**src/rtl/riscv_mul_pipe.sv**
```systemverilog
// Purpose : pipelined RV32M/RV64M multiplier (MUL/MULH/MULHSU/MULHU) carrying a writeback tag.
// Latency : STAGES cycles issue-to-result; one operation per cycle when not stalled.
// Backpr. : bubble-collapsing valid/ready; a full pipeline with out_ready_i=0 holds all state.
//
// Ports:
//   clk_i, rst_i (async, active-high), flush_i (kills everything in flight at the next edge)
//   in_valid_i/in_ready_o  + funct3_i, a_i, b_i, tag_i   : operation issue
//   out_valid_o/out_ready_i + result_o, tag_o            : selected product half and its tag
module riscv_mul_pipe #(
  parameter int XLEN   = 32,
  parameter int STAGES = 3,
  parameter int TAG_W  = 5
) (
  input  logic             clk_i,
  input  logic             rst_i,
  input  logic             flush_i,
  input  logic             in_valid_i,
  output logic             in_ready_o,
  input  logic [2:0]       funct3_i,
  input  logic [XLEN-1:0]  a_i,
  input  logic [XLEN-1:0]  b_i,
  input  logic [TAG_W-1:0] tag_i,
  output logic             out_valid_o,
  input  logic             out_ready_i,
  output logic [XLEN-1:0]  result_o,
  output logic [TAG_W-1:0] tag_o
);

  localparam int PW = 2 * XLEN;  // product width
  localparam int H  = XLEN / 2;  // split point of the rs2 operand

  // ---------------------------------------------------------------------------
  // Decode: operand signedness and which half of the product is returned.
  // 1xx falls into the default and behaves as MUL.
  // ---------------------------------------------------------------------------
  logic a_signed, b_signed, hi_sel;

  always_comb begin
    a_signed = 1'b0;
    b_signed = 1'b0;
    hi_sel   = 1'b0;
    case (funct3_i)
      3'b001: begin a_signed = 1'b1; b_signed = 1'b1; hi_sel = 1'b1; end
      3'b010: begin a_signed = 1'b1; b_signed = 1'b0; hi_sel = 1'b1; end
      3'b011: begin a_signed = 1'b0; b_signed = 1'b0; hi_sel = 1'b1; end
      default: begin a_signed = 1'b0; b_signed = 1'b0; hi_sel = 1'b0; end
    endcase
  end

  // Operands extended to XLEN+1 bits, so one signed multiply covers all modes.
  logic [XLEN:0] a_ext, b_ext;
  assign a_ext = {a_signed & a_i[XLEN-1], a_i};
  assign b_ext = {b_signed & b_i[XLEN-1], b_i};

  // Two partial products: rs1 x unsigned low half of rs2, and rs1 x signed
  // upper part of rs2 shifted into place. Everything is carried modulo 2^PW,
  // which is exactly the truncated signed product.
  logic [PW-1:0] a_w, b_lo_w, b_hi_w, pp_lo, pp_hi;
  assign a_w    = {{(XLEN-1){a_ext[XLEN]}}, a_ext};
  assign b_lo_w = {{(PW-H){1'b0}}, b_ext[H-1:0]};
  assign b_hi_w = {{(XLEN+H-1){b_ext[XLEN]}}, b_ext[XLEN:H]};
  assign pp_lo  = a_w * b_lo_w;
  assign pp_hi  = (a_w * b_hi_w) << H;

  // ---------------------------------------------------------------------------
  // Pipeline stages. Each stage holds valid, a partial sum plus a pending
  // addend, the hi/lo select and the tag. Stage 0 captures the two partial
  // products; stage 1 adds them; later stages just carry the sum. With a
  // single stage the add is done before the only register.
  // ---------------------------------------------------------------------------
  logic [STAGES-1:0] vld_q, vld_in, en;
  logic [STAGES-1:0] hi_q, hi_d;
  logic [PW-1:0]     sum_q  [STAGES];
  logic [PW-1:0]     part_q [STAGES];
  logic [PW-1:0]     sum_d  [STAGES];
  logic [PW-1:0]     part_d [STAGES];
  logic [TAG_W-1:0]  tag_q  [STAGES];
  logic [TAG_W-1:0]  tag_d  [STAGES];

  // Stage k may load when it, or any stage after it, has a free slot, or the
  // output is being taken: the whole chain behind a bubble collapses forward.
  always_comb begin
    for (int k = 0; k < STAGES; k++) begin
      en[k] = out_ready_i;
      for (int j = k; j < STAGES; j++) begin
        if (!vld_q[j]) en[k] = 1'b1;
      end
    end
  end

  assign in_ready_o = en[0];

  always_comb begin
    vld_in[0] = in_valid_i;
    sum_d[0]  = (STAGES == 1) ? (pp_lo + pp_hi) : pp_lo;
    part_d[0] = (STAGES == 1) ? '0 : pp_hi;
    hi_d[0]   = hi_sel;
    tag_d[0]  = tag_i;
    for (int k = 1; k < STAGES; k++) begin
      vld_in[k] = vld_q[k-1];
      sum_d[k]  = sum_q[k-1] + part_q[k-1];
      part_d[k] = '0;
      hi_d[k]   = hi_q[k-1];
      tag_d[k]  = tag_q[k-1];
    end
  end

  // Valid bits: flush wins over any load; a loading stage whose source is
  // empty becomes a bubble.
  always_ff @(posedge clk_i or posedge rst_i) begin
    if (rst_i) begin
      vld_q <= '0;
    end else if (flush_i) begin
      vld_q <= '0;
    end else begin
      for (int k = 0; k < STAGES; k++) begin
        if (en[k]) vld_q[k] <= vld_in[k];
      end
    end
  end

  // Payload only moves when a real operation moves, so a stalled output
  // stage keeps result_o/tag_o stable.
  always_ff @(posedge clk_i or posedge rst_i) begin
    if (rst_i) begin
      hi_q <= '0;
      for (int k = 0; k < STAGES; k++) begin
        sum_q[k]  <= '0;
        part_q[k] <= '0;
        tag_q[k]  <= '0;
      end
    end else begin
      for (int k = 0; k < STAGES; k++) begin
        if (en[k] && vld_in[k]) begin
          sum_q[k]  <= sum_d[k];
          part_q[k] <= part_d[k];
          hi_q[k]   <= hi_d[k];
          tag_q[k]  <= tag_d[k];
        end
      end
    end
  end

  // The last stage's pending addend is always zero (it was folded in at
  // stage 1, or before the register for a single stage), so this add is
  // constant-folded away.
  logic [PW-1:0] prod;
  assign prod = sum_q[STAGES-1] + part_q[STAGES-1];

  assign out_valid_o = vld_q[STAGES-1];
  assign result_o    = hi_q[STAGES-1] ? prod[PW-1:XLEN] : prod[XLEN-1:0];
  assign tag_o       = tag_q[STAGES-1];

endmodule

```
**config.mk**
```make
export PLATFORM = sky130hd
export DESIGN_NAME = riscv_mul_pipe
export DESIGN_NICKNAME = d
export VERILOG_FILES = /design/src/rtl/riscv_mul_pipe.sv
export SDC_FILE = /design/constraint.sdc
export NUM_CORES = 2
export LEC_CHECK = 0
export ABC_AREA = 0
export BUFFER_PORTS_ARGS = -buffer_cell sky130_fd_sc_hd__clkbuf_2
export CAP_MARGIN = 20
export CORE_MARGIN = 3
export CORE_UTILIZATION = 40
export CTS_BUF_LIST = sky130_fd_sc_hd__clkbuf_16
export DETAILED_ROUTE_END_ITERATION = 8
export PLACE_DENSITY = 0.57
export SETUP_SLACK_MARGIN = 0.05
export SLEW_MARGIN = 20
export SYNTH_ARGS = -nofsm -noshare
export SYNTH_HDL_FRONTEND = slang
export SYNTH_SLANG_ARGS = --single-unit
```
**constraint.sdc**
```tcl
create_clock -name clk_i -period 7.8 [get_ports clk_i]
set_clock_uncertainty 0.2 [all_clocks]
set_input_delay 0.78 -clock clk_i [delete_from_list [all_inputs] [get_ports clk_i]]
set_output_delay 0.78 -clock clk_i [all_outputs]
set_load 0.01 [all_outputs]
```
==> flow_metrics.tcl <==
set metrics [dict create \
    status "complete, no violations" \
    crit_path_max_incr_delay_ps 510 \
    async_reset_ff_share_pct 100.0 \
    antenna_found_initial 13 \
    grt-ovfl-total 0 \
    grt_setup_unrepaired "false" \
    max-cap-violations 0 \
    drive_gt1_share_pct 8.970 \
    ant_nets 0 \
    crit_chain "clkbuf_2, nand2_1, or3_1, buf_12, or2_2, fa_1, fa_1, fa_1, fa_1, inv_1, fa_1, fa_1, ha_1, nand4_1, nor2_1, nand3_1, o31ai_1, nor2_1, o311ai_1, a31oi_1, o31ai_1, xnor2_1, o21ai_0" \
    initial_utilization_pct 40.35 \
    syn-instance-count 5247 \
    place_hpwl_mm 107.6 \
    startpoint_type "input pin" \
    grt_max_degree 181 \
    vias_per_cell 4.936 \
    layout_common_cells "1122 x inv_1, 1026 x fa_1, 849 x nand2_1, 438 x and2_1, 280 x ha_1" \
    synth_area_sq_mm 0.04841 \
    postCtsSetupRepairBufs 0 \
    end_kind "register" \
    area_growth_pct 8.578 \
    slowest_stage "fa_1" \
    nets 6683 \
    path_delay_family "adder cells" \
    fmax_ghz 0.1393 \
    holdBufCountCts 0 \
    synth_flop_cell "dfrtp_1" \
    cts_tree "done" \
    syn-num-nets 6630 \
    die_area_sq_mm 0.1252 \
    fin_crit_ps 7181 \
    io_pins 116 \
    cp_data_arrival_time_ps 7440 \
    cts-buffers-inserted 30 \
    gp_congestion 0.8940 \
    die_w_um 353.9 \
    first_pass_iters 7 \
    wl_mm 126.1 \
    worstHoldPathType "in -> async" \
    clk_pin_slew_ps 60 \
    post_cts_resized 0 \
    drc 0 \
    cts_root_buffer "clkbuf_16" \
    final_area_sq_mm 0.05257 \
    syn-mean-instance-area_sq_um 9.227 \
    core_sq_mm 0.1200 \
    worst_skew_pair.late_latency_ps 600 \
    slew_headroom_pct 36.22 \
    setup_viol 0 \
    clk_path_buf_depth 3 \
    yosys_warnings 0 \
    final_max_slew_viol_count 0 \
    criticalPathCategory "in -> reg" \
    cts.sinks 247 \
    htreeDepth 1 \
    period_share_pct 92.07 \
    synthDistinctLibCells 66 \
    grt_pass1_wl_mm 205.7 \
    fin_tns_setup_ps 0 \
    fp-row-count 127 \
    grt_pass1_vias 37400 \
    drt_iter0_markers 1571 \
    final_common_cell "inv_1" \
    io_buffers 115 \
    worstPathRequired_ps 8060 \
    seq_area_frac_synth_pct 12.77 \
    dieHeight_um 353.9 \
    worst-path-max-fanout 15 \
    grtUsageTotal_pct 20.57 \
    placed_area_sq_mm 0.05160 \
    cp_num_buf_inv 3 \
    critical_path.most_common_cell "fa_1" \
    synth_edf_count 0 \
    wl_per_cell_um 18.17 \
    max_slew.worst_pin.slew_ps 956.7 \
    ys_ff_latch 247 \
    dr_total_vias 34230 \
    fin_util_pct 43.82 \
    finalHoldViolCount 0 \
]
==> layer usage <==
layer | track usage [%] | wire length, um
met1 | 28.22 | 56510
met4 | 4.135 | 2763
met5 | 0 | 65
met3 | 2.936 | 6471
met2 | 34.87 | 60250
==> Yosys cell counts (22+ instances only) <==
cell	count	area, sq um
nand2_1	851	3194
o31ai_1	22	165.2
xnor2_1	77	674.4
a21oi_1	126	630.6
xor2_1	57	499.2
inv_1	1117	4193
dfrtp_1	247	6181
and2_1	438	2740
ha_1	280	3503
fa_1	1026	20540
mux2_2	128	1441
nand3_1	23	115.1
nor2_1	99	371.6
o21ai_0	177	885.9
a21o_1	76	570.6
clkbuf_1	254	953.4
==> layout make-up <==
| type | count | area [sq um] |
|---|---|---|
| diodes | 6 | 15.01 |
| clock buffers | 30 | 750.7 |
| clock inverters | 20 | 168.9 |
| fillers | 11730 | 67400 |
| inverters | 1117 | 4197 |
| multi-input cells | 3619 | 37090 |
| flip-flops and latches | 247 | 6181 |
| well taps | 1612 | 2017 |
| repair buffers | 285 | 2147 |
==> state kept, by name, summed over array words and instances (netlist names) <==
signal	count
part_q	48
tag_d	10
tag_o	5
vld_q	3
hi_q	3
sum_q	178
==> metrics by stage <==
stage	instances	hold WS, ps	setup slack (ps)
2_1_floorplan	5247	234.8	320.1
3_3_place_gp	6879	252.2	-17.40
3_5_place_dp	6879	256.0	-40.61
4_1_cts	6929	141.2	578.8
5_1_grt	6931	161.9	278.7
6_report	6936	132.8	618.9
==> cells by family after synthesis <==
family                     count (synthesis)  share of synthesized area [%]
AOI/OAI and AO/OA                        523                          6.660
xor gates and xnor gates                 134                          2.424
adders and majority gates               1306                          49.66
buffers and inverters                   1381                          10.71
DFF                                      247                          12.77
muxes                                    130                          3.019
and+or+nand+nor                         1526                          14.76
==> tightest hold or removal path: stages <==
cell	delay [ps]
clkbuf_2	100
clkinvlp_4	70
buf_12	410
==> worst paths after layout <==
kind / cells past startpoint / endpoint / startpoint / slack [ps]
hold / removal: 3 / tag_d[9] / rst_i / 130
setup / recovery: 23 / part_q[191] / b_i[31] / 620
setup reg to reg: 11 / sum_q[127] / part_q[147] / 4110
min in group clk_i: 2 / vld_q[2] / flush_i / 180
max in group asynchronous: 5 / sum_q[103] / rst_i / 5530
hold reg to reg: 2 / sum_q[128] / sum_q[128] / 260
Power is left out: the tool's default activity adds up to more than one toggle a clock period on the data nets, which glitch-free logic cannot reach.
